`src/rtl/event_flag_reader_if.sv`:
```
// Handshake and flag-bank signals between event producers/consumer and event_flag_reader.
// The master side drives the set/mask/ready/clear lines; the slave side is the flag bank.
interface event_flag_reader_if #(
    parameter int WIDTH = 8,
    parameter int IDX_W = 3
);
    logic [WIDTH-1:0] set_IN;
    logic [WIDTH-1:0] mask_IN;
    logic             ready_IN;
    logic             clr_ovf_IN;
    logic             valid_OUT;
    logic [IDX_W-1:0] idx_OUT;
    logic [WIDTH-1:0] pending_OUT;
    logic [WIDTH-1:0] overflow_OUT;

    modport master (
        output set_IN,
        output mask_IN,
        output ready_IN,
        output clr_ovf_IN,
        input  valid_OUT,
        input  idx_OUT,
        input  pending_OUT,
        input  overflow_OUT
    );

    modport slave (
        input  set_IN,
        input  mask_IN,
        input  ready_IN,
        input  clr_ovf_IN,
        output valid_OUT,
        output idx_OUT,
        output pending_OUT,
        output overflow_OUT
    );
endinterface

```
`src/rtl/event_flag_reader.sv`:
```
// Sticky event-flag bank that offers the lowest pending, unmasked flag over valid/ready
// and clears it on acceptance.
//
// state | meaning
// IDLE  | no offer outstanding; loads lowest (pending & mask) index when one exists
// OFFER | idx_OUT held stable until ready_IN accepts it
module event_flag_reader #(
    parameter int WIDTH = 8,
    parameter int IDX_W = 3
) (
    input logic              clk,
    input logic              rst,
    event_flag_reader_if.slave bus
);

    typedef enum logic {
        IDLE  = 1'b0,
        OFFER = 1'b1
    } state_t;

    state_t           state;
    logic [WIDTH-1:0] pending;
    logic [WIDTH-1:0] overflow;
    logic [IDX_W-1:0] idx;
    logic             valid;

    logic [WIDTH-1:0] masked;
    logic [WIDTH-1:0] clr_vec;
    logic [WIDTH-1:0] ovf_evt;
    logic [WIDTH-1:0] pending_nxt;
    logic [WIDTH-1:0] overflow_nxt;
    logic [IDX_W-1:0] low_idx;
    logic             any_req;
    logic             accept;

    assign masked  = pending & bus.mask_IN;
    assign any_req = |masked;
    assign accept  = (state == OFFER) && bus.ready_IN;

    // Scan downward so the last hit written is the lowest set index.
    always_comb begin
        low_idx = '0;
        for (int i = WIDTH - 1; i >= 0; i--) begin
            if (masked[i]) begin
                low_idx = IDX_W'(i);
            end
        end
    end

    always_comb begin
        clr_vec = '0;
        if (accept) begin
            clr_vec[idx] = 1'b1;
        end
    end

    // A set landing on a bit being cleared re-arms it instead of counting as overflow.
    assign ovf_evt      = bus.set_IN & pending & ~clr_vec;
    assign pending_nxt  = (pending & ~clr_vec) | bus.set_IN;
    assign overflow_nxt = (bus.clr_ovf_IN ? '0 : overflow) | ovf_evt;

    always_ff @(posedge clk or negedge rst) begin
        if (!rst) begin
            state    <= IDLE;
            pending  <= '0;
            overflow <= '0;
            idx      <= '0;
            valid    <= 1'b0;
        end else begin
            pending  <= pending_nxt;
            overflow <= overflow_nxt;
            case (state)
                IDLE: begin
                    if (any_req) begin
                        idx   <= low_idx;
                        valid <= 1'b1;
                        state <= OFFER;
                    end
                end
                OFFER: begin
                    if (bus.ready_IN) begin
                        valid <= 1'b0;
                        state <= IDLE;
                    end
                end
                default: begin
                    valid <= 1'b0;
                    state <= IDLE;
                end
            endcase
        end
    end

    assign bus.valid_OUT    = valid;
    assign bus.idx_OUT      = idx;
    assign bus.pending_OUT  = pending;
    assign bus.overflow_OUT = overflow;

endmodule

```
`src/flat_wrapper.sv`:
```
// flat-port wrapper written by rule: the top's interface ports become plain ports
module event_flag_reader_flat 
#(
    parameter int WIDTH = 8,
    parameter int IDX_W = 3
)
  (clk, rst, bus_set_IN, bus_mask_IN, bus_ready_IN, bus_clr_ovf_IN, bus_valid_OUT, bus_idx_OUT, bus_pending_OUT, bus_overflow_OUT);
  event_flag_reader_if #(.WIDTH(WIDTH), .IDX_W(IDX_W)) bus_i ();
  input logic clk;
  input logic rst;
  input wire logic [$bits(bus_i.set_IN)-1:0] bus_set_IN;
  input wire logic [$bits(bus_i.mask_IN)-1:0] bus_mask_IN;
  input wire logic [$bits(bus_i.ready_IN)-1:0] bus_ready_IN;
  input wire logic [$bits(bus_i.clr_ovf_IN)-1:0] bus_clr_ovf_IN;
  output wire logic [$bits(bus_i.valid_OUT)-1:0] bus_valid_OUT;
  output wire logic [$bits(bus_i.idx_OUT)-1:0] bus_idx_OUT;
  output wire logic [$bits(bus_i.pending_OUT)-1:0] bus_pending_OUT;
  output wire logic [$bits(bus_i.overflow_OUT)-1:0] bus_overflow_OUT;
  assign bus_i.set_IN = bus_set_IN;
  assign bus_i.mask_IN = bus_mask_IN;
  assign bus_i.ready_IN = bus_ready_IN;
  assign bus_i.clr_ovf_IN = bus_clr_ovf_IN;
  assign bus_valid_OUT = bus_i.valid_OUT;
  assign bus_idx_OUT = bus_i.idx_OUT;
  assign bus_pending_OUT = bus_i.pending_OUT;
  assign bus_overflow_OUT = bus_i.overflow_OUT;
  event_flag_reader #(.WIDTH(WIDTH), .IDX_W(IDX_W)) u_core (.clk(clk), .rst(rst), .bus(bus_i));
endmodule
```
`config.mk`:
```
export PLATFORM = sky130hd
export DESIGN_NAME = event_flag_reader_flat
export DESIGN_NICKNAME = d
export VERILOG_FILES = /design/src/rtl/event_flag_reader_if.sv /design/src/rtl/event_flag_reader.sv /design/src/flat_wrapper.sv
export SDC_FILE = /design/constraint.sdc
export NUM_CORES = 1
export LEC_CHECK = 0
export CORE_AREA = 2 2 47 49
export DETAILED_ROUTE_END_ITERATION = 7
export DIE_AREA = 0 0 49 51
export DONT_BUFFER_PORTS = 1
export SLEW_MARGIN = 20
export SYNTH_ARGS = -nofsm -noshare
export SYNTH_HDL_FRONTEND = slang
export SYNTH_SLANG_ARGS = --single-unit
```
`constraint.sdc`:
```
create_clock -name clk -period 3.15 [get_ports clk]
set_input_delay 0.4725 -clock clk [delete_from_list [all_inputs] [get_ports clk]]
set_output_delay 0.4725 -clock clk [all_outputs]
set_load 0.01 [all_outputs]
```
* Yosys cells after proc, flatten, opt, wreduce, memory -nomap -nowiden
Index checks and enable logic that the tools add are counted.
** Storage, ports and cells
- Register bits after elaboration :: 21
- Latch bits :: 0
- RAM bits :: 0
- ROM bits :: 0
- Word-level logic and storage cells :: 40
- Memories :: 0
** Operators by class
- Add/subtract/negate cells :: 0
- Multiply operators :: 0
- Divide/modulo/power cells :: 0
- Magnitude comparators :: 2
- Equal/unequal tests :: 2
- Shift operators :: 0
- Muxes and demuxes :: 18
- Bitwise logic cells :: 8
- Reduce and logical (&&, ||, !) cells :: 5
** Operators by type and width (count)
- $and A8 B8 Y8 :: 4
- $mux W3 :: 8
- $mux W8 :: 2
- $or A8 B8 Y8 :: 2
- $not A8 Y8 :: 1
- $reduce_or A8 Y1 :: 1
- $mux W1 :: 5
- $lt A3 B4 Y1 const B :: 1
- $pmux W1 S2 :: 2
- $reduce_and A2 Y1 :: 2
- $demux W1 S3 :: 1
- $ge A3 B1 Y1 const B :: 1
- $logic_and A1 B1 Y1 :: 2
- $ne A2 B1 Y1 const B :: 1
- $ne A2 B2 Y1 const B :: 1
- $not A1 Y1 :: 1

* Depth between registers and ports, before layout
- Depth after elaboration :: 9
- Depth in mapped cells :: 4
- Depth with buffers taken out :: 4

* Least setup slack after synthesis
Ideal clock, no wire load.
- Path kind :: input -> register
- From :: input bus_mask_IN[5]
- To :: register u_core.state
- Library setup time :: 118 ps
- Arrival :: 1066 ps
- Required time :: 3032 ps
- Slack :: 1966 ps
- Cell stages on the path :: 3
- Cell sequence :: a22oi_1 > a41oi_2 > a21o_1
** Between the ends
- Longest elaborated chain between the ends :: 4
** RTL lines
- start, declared :: line flat_wrapper.sv:12 : input wire logic [$bits(bus_i.mask_IN)-1:0] bus_mask_IN;
- $and A8 B8 Y8 :: line event_flag_reader.sv:36 : assign masked = pending & bus.mask_IN;
- $reduce_or A8 Y1 :: line event_flag_reader.sv:37 : assign any_req = |masked;
- $mux W1 :: line event_flag_reader.sv:74 : if (any_req) begin
- $pmux W1 S2 :: line event_flag_reader.sv:72 : case (state)
- end signal, assigned :: line event_flag_reader.sv:77 : state <= OFFER;
- end signal, assigned :: line event_flag_reader.sv:83 : state <= IDLE;
- end signal, assigned :: line event_flag_reader.sv:88 : state <= IDLE;
- end, declared :: line event_flag_reader.sv:21 : state_t state;
No other way between the ends.
A chain may end at the register's enable or synchronous reset.

* Worst setup path in the final report
- From :: register u_core.idx[2], in the netlist u_core.bus.idx_OUT[2]
- To :: output bus_idx_OUT[2]
** RTL lines
- start, declared :: line event_flag_reader.sv:24 : logic [IDX_W-1:0] idx;
- start signal, assigned :: line event_flag_reader.sv:75 : idx <= low_idx;
- end, declared :: line flat_wrapper.sv:16 : output wire logic [$bits(bus_i.idx_OUT)-1:0] bus_idx_OUT;
No word-level cell between the ends.

==> results by group <==
Status
  – Outcome: completed

Power and ir drop
  – Clk pwr share: 0.174
  – Share of power burned in registers: 0.603
  – Leak: 0.452 nW
  – Internal Power: 461 uW
  – Combinational share of power: 0.223
  – Total power: 757 uW
  – Switching part of the total: 0.391
  – Net switching power: 296 uW
  – PwrDens: 759 nW/um^2
  – Max VDD drop: 338 uV

Final layout
  – FILL cells: 204
  – Antenna cell count: 0
  – Area growth syn-to-layout: 5.84%
  – Finished Layout Cells: 127
  – Most frequent cells in the layout: dfrtp_1, inv_1, nand2_1
  – Most common cell after layout, fill and taps aside: dfrtp_1
  – Register area: 526 sq um
  – Area of the multi-input gates: 342 sq um
  – Share of post-route cells with drive strength above 1: 0.111
  – Nets: 120

STA
  – Setup violators final: 0
  – Slew HR: 0.685
  – Worst Slack Setup Final: 1810 ps
  – Fin Setup TNS: 0 ps
  – Crit share post-route: 0.424
  – RSZ-0062 raised after global routing: false
  – Fin. Hold Viols: 0
  – Worst-Margin Slew: 472 ps
  – Tmin final: 1340 ps
  – Max Slew Vio Count: 0
  – Hold slack: 100 ps
  – Achievable frequency: 0.749 GHz
  – Clk_skew: 2.74 ps

Routing
  – Initial drt markers: 10
  – Post-Route WL: 2010 microns
  – First-pass DRT Iterations: 4
  – Final ANT Viol Nets: 0
  – # DRC: 0
  – Vias/cell: 5.67
  – Via count: 720
  – DR WL/cell: 15.9 microns

GRT
  – First-pass GRT wire length: 3410 microns
  – Antenna violations before repair: 0
  – GRT Util Overall: 0.185
  – Total grt overflow: 0
  – Largest net degree at the start of global routing: 22
  – Vias in the first global route: 705

CTS
  – TritonCTS Sinks: 21
  – Clock Latency Late Sink: 300 ps
  – Total CTS buffers: 3
  – CTS root buffer: clkbuf_4
  – H-tree levels: 1
  – Clk buf depth: 2
  – Clock slew at reported path FFs: 120 ps
  – Post-CTS Setup Bufs: 0
  – CTS tree: done

Placement
  – IO buf count: 0
  – Gpl congestion: 0.771
  – Dpl cells: 122
  – Post-Place Worst Slack: 1850 ps
  – DP Wirelength: 1540 microns

Floorplanning
  – Initial Util: 0.457
  – Die area: 2500 sq um
  – FP Rows: 17
  – Die width: 49 microns
  – Die Ht: 51 microns
  – # IOs: 40
  – Core Area: 2060 sq um

Logic synthesis
  – Synth top area share: 0.558
  – Syn nets: 116
  – Post-synth EDFFs: 0
  – Unique cell type count in the Yosys netlist: 21
  – Post-Syn Area: 942 sq um
  – Register area share after synthesis: 0.558
  – Cell taking the most area after synthesis: dfrtp_1
  – Avg Inst Size Synth: 9.81 sq um
  – Post-synthesis register bit count: 21
  – Ys async rst share: 1.00
  – Syn Inst Count: 96
  – Most used DFF post-synth: dfrtp_1
  – Leading post-synthesis cells by cell area: dfrtp_1, inv_1, nand2_1, o22ai_1, a22oi_2
  – Syn. warnings: 0

Worst setup path
  – Endpoint class of the critical path: primary output
  – Worst reg2reg startpoint: u_core.bus.pending_OUT[5]$_DFF_PN0_
  – Critical path arrival: 860 ps
  – Crit. path cell count: 0
  – R2r worst-path depth: 3
  – CP startpoint kind: flip-flop
  – CP Class: reg2out
  – Reg-to-reg endpoint: u_core.state$_DFF_PN0_
  – CP Data Required Time: 2680 ps
  – Max FO, Critical Path: 7
  – R2R setup slack: 1830 ps

Min path
  – Worst hold-check path type: in2async

Flow run
  – # Max-Cap Violations: 0
[Yosys cell counts (all sizes together), types with 2 or more instances]
cell type / count
dfrtp: 21
inv: 17
nand2: 14
o22ai: 8
nor2: 6
o21ai: 6
a21oi: 5
a22oi: 4
nand2b: 3
a32o: 2
buf: 2
o31ai: 2
[cell families (layout without fill, tap and decap cells)]
group / Yosys count / after routing / synth area share
simple gates: 26 / 26 / 0.129
compound gates: 30 / 30 / 0.234
flops: 21 / 21 / 0.558
buf+inv: 19 / 22 / 0.0797
[registers in the layout (all words and copies together) (netlist names)]
signal,count
u_core.bus.overflow_OUT,8
u_core.bus.pending_OUT,8
u_core.state,1
u_core.bus.valid_OUT,1
u_core.bus.idx_OUT,3
[per-stage QoR]
stage	area, sq um	utilization
after floorplan	942	-
after global placement	966	0.468
after detailed placement	966	0.468
after CTS	1000	0.486
after global routing	997	0.483
final	997	0.483
[metal layers]
metal / part of all wire / track usage / vias up / routed length, microns
met5: 0 / 0 / - / 0
met2: 0.50 / 0.306 / 30 / 1000
met1: 0.39 / 0.199 / 349 / 786
met3: 0.091 / 0.0673 / 5 / 183
li1: - / - / 336 / -
met4: 0.019 / 0.124 / 0 / 39
[power groups by stage]
stage / sequential, mW / clock, mW / combinational (mW)
6_report: 0.457 / 0.132 / 0.169
5_1_grt: 0.468 / 0.146 / 0.194
4_1_cts: 0.457 / 0.136 / 0.171
3_5_place_dp: 0.464 / 0 / 0.163
3_3_place_gp: 0.462 / 0 / 0.161
2_1_floorplan: 0.423 / 0 / 0.162
[cell type report]
type / instances / share of cell area
Tap cell: 28 / 0.0351
Timing Repair Buffer: 1 / 0.00502
Multi-Input combinational cell: 56 / 0.343
Clock buffer: 4 / 0.0263
Inverter: 17 / 0.0640
Sequential cell: 21 / 0.527
[worst max path at each step]
stage / from / end / slack, ps
finish: u_core.bus.idx_OUT[2]$_DFFE_PN0P_ / bus_idx_OUT[2] / 1810
global route: u_core.state$_DFF_PN0_ / u_core.bus.overflow_OUT[7]$_DFF_PN0_ / 1770
CTS: rst / u_core.bus.overflow_OUT[0]$_DFF_PN0_ / 1740
detailed placement: bus_mask_IN[5] / u_core.bus.idx_OUT[0]$_DFFE_PN0P_ / 1850
global placement: bus_mask_IN[5] / u_core.bus.idx_OUT[0]$_DFFE_PN0P_ / 1870
floorplan: bus_mask_IN[5] / u_core.state$_DFF_PN0_ / 1970
[what timing repair did]
item / in CTS / in global routing
hold endpoints to repair: 21 / 0
hold buffers: 1 / 0
gates resized for setup: 0 / 0
[worst register-to-register path, stage by stage, from the launching register on]
cell and delay [ps]:
dfrtp_1 470, a22oi_1 320, a41oi_2 230, a21o_1 200
Note: power is estimated with default switching activity, not from simulation.
